File: src/rtl/prim_assembler_pkg.sv
// Shared types and constants for the primitive assembler: frame markers, word-count
// helper, and mappings from flat vertex/colour buses onto Triangle3D / Color.
package prim_assembler_pkg;

   localparam int WORD_W_DEF   = 32;
   localparam int COORD_W_DEF  = 16;
   localparam int NUM_VERT_DEF = 3;
   localparam int COLOR_W_DEF  = 8;

   localparam logic [31:0] FRAME_START_DEF = 32'h0000_0000;
   localparam logic [31:0] FRAME_END_DEF   = 32'h0000_0001;

   // First-declared member sits in the MSBs, so x lands in the LSBs of each vertex.
   typedef struct packed {
      logic [COORD_W_DEF-1:0] z;
      logic [COORD_W_DEF-1:0] y;
      logic [COORD_W_DEF-1:0] x;
   } Vertex3D;

   typedef struct packed {
      Vertex3D r;
      Vertex3D q;
      Vertex3D p;
   } Triangle3D;

   typedef struct packed {
      logic [COLOR_W_DEF-1:0] b;
      logic [COLOR_W_DEF-1:0] g;
      logic [COLOR_W_DEF-1:0] r;
   } Color;

   function automatic int prim_words(input int pay_bits, input int word_w);
      return (pay_bits + word_w - 1) / word_w;
   endfunction

   function automatic Triangle3D unpack_triangle(input logic [$bits(Triangle3D)-1:0] flat);
      return Triangle3D'(flat);
   endfunction

   function automatic logic [$bits(Triangle3D)-1:0] pack_triangle(input Triangle3D tri_in);
      return tri_in;
   endfunction

   function automatic Color unpack_color(input logic [$bits(Color)-1:0] flat);
      return Color'(flat);
   endfunction

   function automatic logic [$bits(Color)-1:0] pack_color(input Color col_in);
      return col_in;
   endfunction

endpackage

File: src/rtl/prim_fifo.sv
// Synchronous FIFO, write-to-read latency one cycle; push ignored when full, pop
// ignored when empty. dout reads zero while empty so a reset clears the visible head.
module prim_fifo #(
   parameter int WIDTH = 8,
   parameter int DEPTH = 4
) (
   input  logic                       clk,
   input  logic                       n_rst,
   input  logic                       push,
   input  logic                       pop,
   input  logic [WIDTH-1:0]           din,
   output logic [WIDTH-1:0]           dout,
   output logic [$clog2(DEPTH+1)-1:0] count,
   output logic                       full,
   output logic                       empty
);

   localparam int PTR_W = $clog2(DEPTH);
   localparam int CNT_W = $clog2(DEPTH+1);

   logic [WIDTH-1:0] mem [DEPTH];
   logic [PTR_W-1:0] wr_ptr;
   logic [PTR_W-1:0] rd_ptr;
   logic             do_push;
   logic             do_pop;

   assign full    = (count == CNT_W'(DEPTH));
   assign empty   = (count == '0);
   assign do_push = push && !full;
   assign do_pop  = pop && !empty;
   assign dout    = empty ? '0 : mem[rd_ptr];

   always_ff @(posedge clk) begin
      if (!n_rst) begin
         wr_ptr <= '0;
         rd_ptr <= '0;
         count  <= '0;
      end else begin
         if (do_push) wr_ptr <= wr_ptr + 1'b1;
         if (do_pop)  rd_ptr <= rd_ptr + 1'b1;
         case ({do_push, do_pop})
            2'b10:   count <= count + 1'b1;
            2'b01:   count <= count - 1'b1;
            default: count <= count;
         endcase
      end
   end

   always_ff @(posedge clk) begin
      if (n_rst && do_push) mem[wr_ptr] <= din;
   end

endmodule

File: src/rtl/prim_assembler.sv
// Unpacks START/payload/END framed bus words into primitives queued in a FIFO;
// head valid the cycle after FRAME_END. Bus stalls (read_buffer low) only while the FIFO is full.
module prim_assembler
   import prim_assembler_pkg::*;
#(
   parameter int                WORD_W      = WORD_W_DEF,
   parameter int                COORD_W     = COORD_W_DEF,
   parameter int                NUM_VERT    = NUM_VERT_DEF,
   parameter int                COLOR_W     = COLOR_W_DEF,
   parameter int                DEPTH       = 4,
   parameter logic [WORD_W-1:0] FRAME_START = WORD_W'(FRAME_START_DEF),
   parameter logic [WORD_W-1:0] FRAME_END   = WORD_W'(FRAME_END_DEF)
) (
   input  logic                            clk,
   input  logic                            n_rst,
   input  logic [WORD_W-1:0]               ahb_buffer,
   input  logic                            ahb_data_available,
   output logic                            ahb_user_read_buffer,
   input  logic                            prim_read,
   output logic                            prim_valid,
   output logic [NUM_VERT*3*COORD_W-1:0]   prim_vertices,
   output logic [3*COLOR_W-1:0]            prim_color,
   output logic [$clog2(DEPTH+1)-1:0]      prim_count,
   output logic                            frame_error,
   output logic [7:0]                      err_count
);

   localparam int VERT_BITS  = NUM_VERT * 3 * COORD_W;
   localparam int PAY_BITS   = VERT_BITS + 3 * COLOR_W;
   localparam int PRIM_WORDS = prim_words(PAY_BITS, WORD_W);
   localparam int BUF_BITS   = PRIM_WORDS * WORD_W;
   localparam int IDX_W      = (PRIM_WORDS > 1) ? $clog2(PRIM_WORDS) : 1;
   localparam logic [IDX_W-1:0] LAST_IDX = IDX_W'(PRIM_WORDS - 1);

   typedef enum logic [1:0] {
      ST_IDLE = 2'd0,
      ST_LOAD = 2'd1,
      ST_TAIL = 2'd2
   } state_t;

   state_t             state;
   state_t             state_nxt;
   logic [IDX_W-1:0]   idx;
   logic [IDX_W-1:0]   idx_nxt;
   logic [BUF_BITS-1:0] payload;
   logic               accept;
   logic               load_en;
   logic               push;
   logic               err_set;
   logic               fifo_full;
   logic               fifo_empty;
   logic [PAY_BITS-1:0] fifo_dout;

   assign ahb_user_read_buffer = !fifo_full;
   assign accept               = ahb_data_available && ahb_user_read_buffer;
   assign prim_valid           = !fifo_empty;
   assign prim_vertices        = fifo_dout[VERT_BITS-1:0];
   assign prim_color           = fifo_dout[PAY_BITS-1:VERT_BITS];

   always_comb begin
      state_nxt = state;
      idx_nxt   = idx;
      load_en   = 1'b0;
      push      = 1'b0;
      err_set   = 1'b0;
      if (accept) begin
         case (state)
            ST_IDLE: begin
               if (ahb_buffer == FRAME_START) begin
                  state_nxt = ST_LOAD;
                  idx_nxt   = '0;
               end else begin
                  err_set = 1'b1;
               end
            end
            ST_LOAD: begin
               // Markers are plain data here; only the word count ends the payload.
               load_en = 1'b1;
               if (idx == LAST_IDX) begin
                  state_nxt = ST_TAIL;
                  idx_nxt   = '0;
               end else begin
                  idx_nxt = idx + 1'b1;
               end
            end
            ST_TAIL: begin
               if (ahb_buffer == FRAME_END) begin
                  push      = 1'b1;
                  state_nxt = ST_IDLE;
               end else if (ahb_buffer == FRAME_START) begin
                  err_set   = 1'b1;
                  state_nxt = ST_LOAD;
                  idx_nxt   = '0;
               end else begin
                  err_set   = 1'b1;
                  state_nxt = ST_IDLE;
               end
            end
            default: state_nxt = ST_IDLE;
         endcase
      end
   end

   always_ff @(posedge clk) begin
      if (!n_rst) begin
         state       <= ST_IDLE;
         idx         <= '0;
         payload     <= '0;
         frame_error <= 1'b0;
         err_count   <= '0;
      end else begin
         state       <= state_nxt;
         idx         <= idx_nxt;
         frame_error <= err_set;
         if (load_en) payload[int'(idx)*WORD_W +: WORD_W] <= ahb_buffer;
         if (err_set && err_count != 8'hFF) err_count <= err_count + 8'd1;
      end
   end

   generate
      if (BUF_BITS > PAY_BITS) begin : g_pad
         logic unused_pad;
         assign unused_pad = ^payload[BUF_BITS-1:PAY_BITS];
      end
   endgenerate

   prim_fifo #(
      .WIDTH (PAY_BITS),
      .DEPTH (DEPTH)
   ) u_fifo (
      .clk   (clk),
      .n_rst (n_rst),
      .push  (push),
      .pop   (prim_read),
      .din   (payload[PAY_BITS-1:0]),
      .dout  (fifo_dout),
      .count (prim_count),
      .full  (fifo_full),
      .empty (fifo_empty)
   );

endmodule

File: config.mk
export PLATFORM = sky130hd
export DESIGN_NAME = prim_assembler
export DESIGN_NICKNAME = d
export VERILOG_FILES = /design/src/rtl/prim_assembler_pkg.sv /design/src/rtl/prim_fifo.sv /design/src/rtl/prim_assembler.sv
export SDC_FILE = /design/constraint.sdc
export NUM_CORES = 1
export LEC_CHECK = 0
export ABC_AREA = 1
export CAP_MARGIN = 10
export CELL_PAD_IN_SITES_DETAIL_PLACEMENT = 0
export CELL_PAD_IN_SITES_GLOBAL_PLACEMENT = 1
export CORE_UTILIZATION = 47
export DETAILED_ROUTE_END_ITERATION = 12
export HOLD_SLACK_MARGIN = 0.12
export PLACE_DENSITY_LB_ADDON = 0.15
export SLEW_MARGIN = 20
export SYNTH_ARGS = -nofsm -noshare
export SYNTH_HDL_FRONTEND = slang
export SYNTH_HIERARCHICAL = 1
export SYNTH_SLANG_ARGS = --single-unit
File: constraint.sdc
create_clock -name clk -period 13.15 [get_ports clk]
set_input_delay 3.2875 -clock clk [delete_from_list [all_inputs] [get_ports clk]]
set_output_delay 3.2875 -clock clk [all_outputs]
set_load 0.1 [all_outputs]
==> flow_metrics.env <==
export IMPL_drtPass1Iterations=5
export IMPL_cts_made_buffers=90
export IMPL_timing_fmax_mhz=116
export IMPL_via_count=22100
export IMPL_grt_overflow_total=0
export IMPL_outcome="completed"
export IMPL_worstPathRequired_ns=9.86
export IMPL_die_h_microns=270
export IMPL_cpPeakStageDelay_ns=1.25
export IMPL_holdWs_ns=0.498
export IMPL_drt_iter0_drc=1861
export IMPL_fin_crit_ns=8.62
export IMPL_ctsResizeCount=0
export IMPL_antenna_found_initial=1
export IMPL_gp_congestion=0.792
export IMPL_grt_usage=0.245
export IMPL_yosysSeqAreaShare=0.713
export IMPL_yosys_warnings=6
export IMPL_critical_path_class="flop to primary output"
export IMPL_finalSetupViolations=0
export IMPL_cts_sinks=863
export IMPL_hp_class="flop to flop"
export IMPL_cp_max_fo=101
export IMPL_syn_avg_cell_area_sq_um=11.3
export IMPL_cp_top_family="buffers and inverters"
export IMPL_worstMarginPinSlew_ns=1.12
export IMPL_cpMaxStageDelayCell="clkdlybuf4s50_1"
export IMPL_final_cell_mix="nand2_1, edfxtp_1, nor2_1"
export IMPL_wl_per_cell_microns=21.7
export IMPL_rsz0062_at_grt="false"
export IMPL_maxSlewViolCount=0
export IMPL_start_util=0.477
export IMPL_final_layout_size_suffix_gt1_frac=0.0749
export IMPL_cp_start_kind="flop"
export IMPL_hpwl_microns=51500
export IMPL_grt_pass1_wl_microns=133000
export IMPL_synthDistinctLibCells=35
export IMPL_synth_nets=3033
export IMPL_path_common_cell="nor2_1"
export IMPL_grt_max_degree=184
export IMPL_critPathBufInv=3
export IMPL_rows=97
export IMPL_antenna_left=0
export IMPL_maxCapViolCount=0
export IMPL_syn2layout_area_growth_pct=16.7
export IMPL_clock_latency_ns=0.63
export IMPL_grt_pass1_vias=20800
export IMPL_timing_critical_path_cells="buf_4, buf_6, nor2_1, nor2_1, o21ai_0, a21oi_1, clkdlybuf4s50_1"
export IMPL_synthCells=2986
export IMPL_dieArea_sq_um=72700
export IMPL_final_common_cell="nand2_1"
export IMPL_setup_tns_ns=0
export IMPL_syn_area_sq_um=33700
export IMPL_nFillCells=5806
export IMPL_clock_skew_ns=0.0198
export IMPL_slew_headroom=0.253
export IMPL_design_core_area_sq_um=70500
export IMPL_worstSetupEndpointType="primary output"
export IMPL_ys_ff_latch=863
export IMPL_cts_hold_repair_buffers=0
export IMPL_clockRootBuffer="clkbuf_16"
export IMPL_fin_crit_sh=0.656
export IMPL_cp_arrival_ns=5.33
export IMPL_dieWidth_microns=270
export IMPL_io_pins=218
export IMPL_drc=0
export IMPL_peakVddDrop_uv=157
export IMPL_nets=3190
export IMPL_wl_microns=90100
export IMPL_vias_per_cell=5.32
export IMPL_p_per_area_nw_per_um2=176
export IMPL_post_cts_buffers=0
export IMPL_finalHoldViolations=0
export IMPL_clock_path_buffers=3
export IMPL_finalWorstSetupSlack_ns=4.53
export IMPL_cts_clk_slew_worst_paths_ns=0.06
export IMPL_p_leak_nw=14.5
export IMPL_io_buffers=217
export IMPL_pre_cts_slack_ns=4.80
export IMPL_cts_tree="built"
export IMPL_cts_htree_levels=3
## worst paths after layout
check                        from                 to  slack, ns  depth (start not counted)
setup / recovery             flop  prim_vertices[19]       4.53                          7
hold / removal        payload[58]  u_fifo/mem[3][58]       0.50                          0
setup reg to reg  u_fifo/count[1]  u_fifo/mem[1][16]       8.43                         10
hold reg to reg       payload[58]  u_fifo/mem[3][58]       0.50                          0
## synth_stat cells
| cell type | count | share of area |
|---|---|---|
| xnor2_1 | 1 | 0.00026 |
| inv_1 | 69 | 0.0077 |
| nand3_1 | 11 | 0.0016 |
| nor2_8 | 2 | 0.0012 |
| edfxtp_1 | 672 | 0.60 |
| nand2_1 | 733 | 0.082 |
| nand4_1 | 9 | 0.0017 |
| fa_1 | 1 | 0.00059 |
| inv_2 | 6 | 0.00067 |
| nor2_2 | 1 | 0.00019 |
| o211a_1 | 9 | 0.0027 |
| buf_1 | 6 | 0.00067 |
| buf_4 | 16 | 0.0036 |
| nand3_2 | 1 | 0.00030 |
| a21oi_1 | 285 | 0.042 |
| nand3b_1 | 1 | 0.00022 |
| nor3_1 | 1 | 0.00015 |
| nor2_1 | 387 | 0.043 |
| xor2_1 | 6 | 0.0016 |
| o2111ai_1 | 1 | 0.00026 |
| nand3_4 | 1 | 0.00052 |
| nand2_2 | 1 | 0.00019 |
| nor4_1 | 2 | 0.00037 |
| nor2_4 | 2 | 0.00067 |
| nor4_4 | 1 | 0.00063 |
| o21ai_0 | 226 | 0.034 |
| o21ai_1 | 114 | 0.017 |
| a21oi_2 | 56 | 0.015 |
| buf_6 | 9 | 0.0030 |
| nor3_4 | 3 | 0.0014 |
| dfxtp_1 | 191 | 0.11 |
| clkbuf_1 | 57 | 0.0064 |
| buf_2 | 93 | 0.014 |
| a211oi_2 | 2 | 0.00074 |
| ha_1 | 10 | 0.0037 |
## registers in the layout (all words and copies together) (netlist names), 2 cells and up, named ones only
| register | flops |
|---|---|
| idx | 3 |
| err_count | 8 |
| u_fifo/count | 3 |
| u_fifo/rd_ptr | 2 |
| u_fifo/mem | 672 |
| payload | 168 |
| state | 2 |
| u_fifo/wr_ptr | 2 |
## through the flow
step	cell area, sq um	total power, mW	util	cells
after CTS	39300	6.95	0.557	4157
after global routing	39300	7.10	0.557	4157
final	39300	6.90	0.557	4159
after detailed placement	36400	4.49	0.516	3991
after floorplan	33700	4.09	-	2986
after global placement	36400	4.49	0.516	3991
## final cells by class
type | instances | area (sq um) | area share
clock inverter | 29 | 289 | 0.00736
tap | 940 | 1180 | 0.0299
antenna | 2 | 5.00 | 0.000127
sequential | 863 | 24000 | 0.611
timing repair buffer | 246 | 2400 | 0.0611
inverter | 75 | 302 | 0.00768
multi-input combinational | 1867 | 8490 | 0.216
clock buffer | 137 | 2610 | 0.0665
## worst reg2reg max path: cells and delay by family (launching register included)
family	cells	cell delay (ns)
and+or+nand+nor	5	1.98
buffers and inverters	5	1.88
DFF	1	0.38
## routing by layer
metal | routed length, microns | GRT usage | vias up
met4 | 2560 | 0.0824 | 0
met2 | 43200 | 0.398 | 657
met5 | 0 | 0 | -
met3 | 5490 | 0.0407 | 117
met1 | 38900 | 0.335 | 10800
li1 | - | - | 10600
## cell families (layout without fill, tap and decap cells)
group / count (synthesis) / in the layout / synth area share
compound gates: 693 / 693 / 0.111
xor+xnor: 7 / 7 / 0.00182
simple gates: 1156 / 1156 / 0.134
buf+inv: 256 / 487 / 0.0358
other cells: 0 / 2 / 0
fa+ha+maj: 11 / 11 / 0.00431
flops: 863 / 863 / 0.713
## where the power goes
group / leakage [nW] / switching, mW / total (mW) / internal [mW]
logic: 5.53 / 1.24 / 1.51 / 0.272
clock network: 1.42 / 1.02 / 2.47 / 1.45
registers: 7.53 / 0.0151 / 2.92 / 2.90
total: 14.5 / 2.28 / 6.90 / 4.62
No activity file was read; power rests on OpenSTA's default activity.
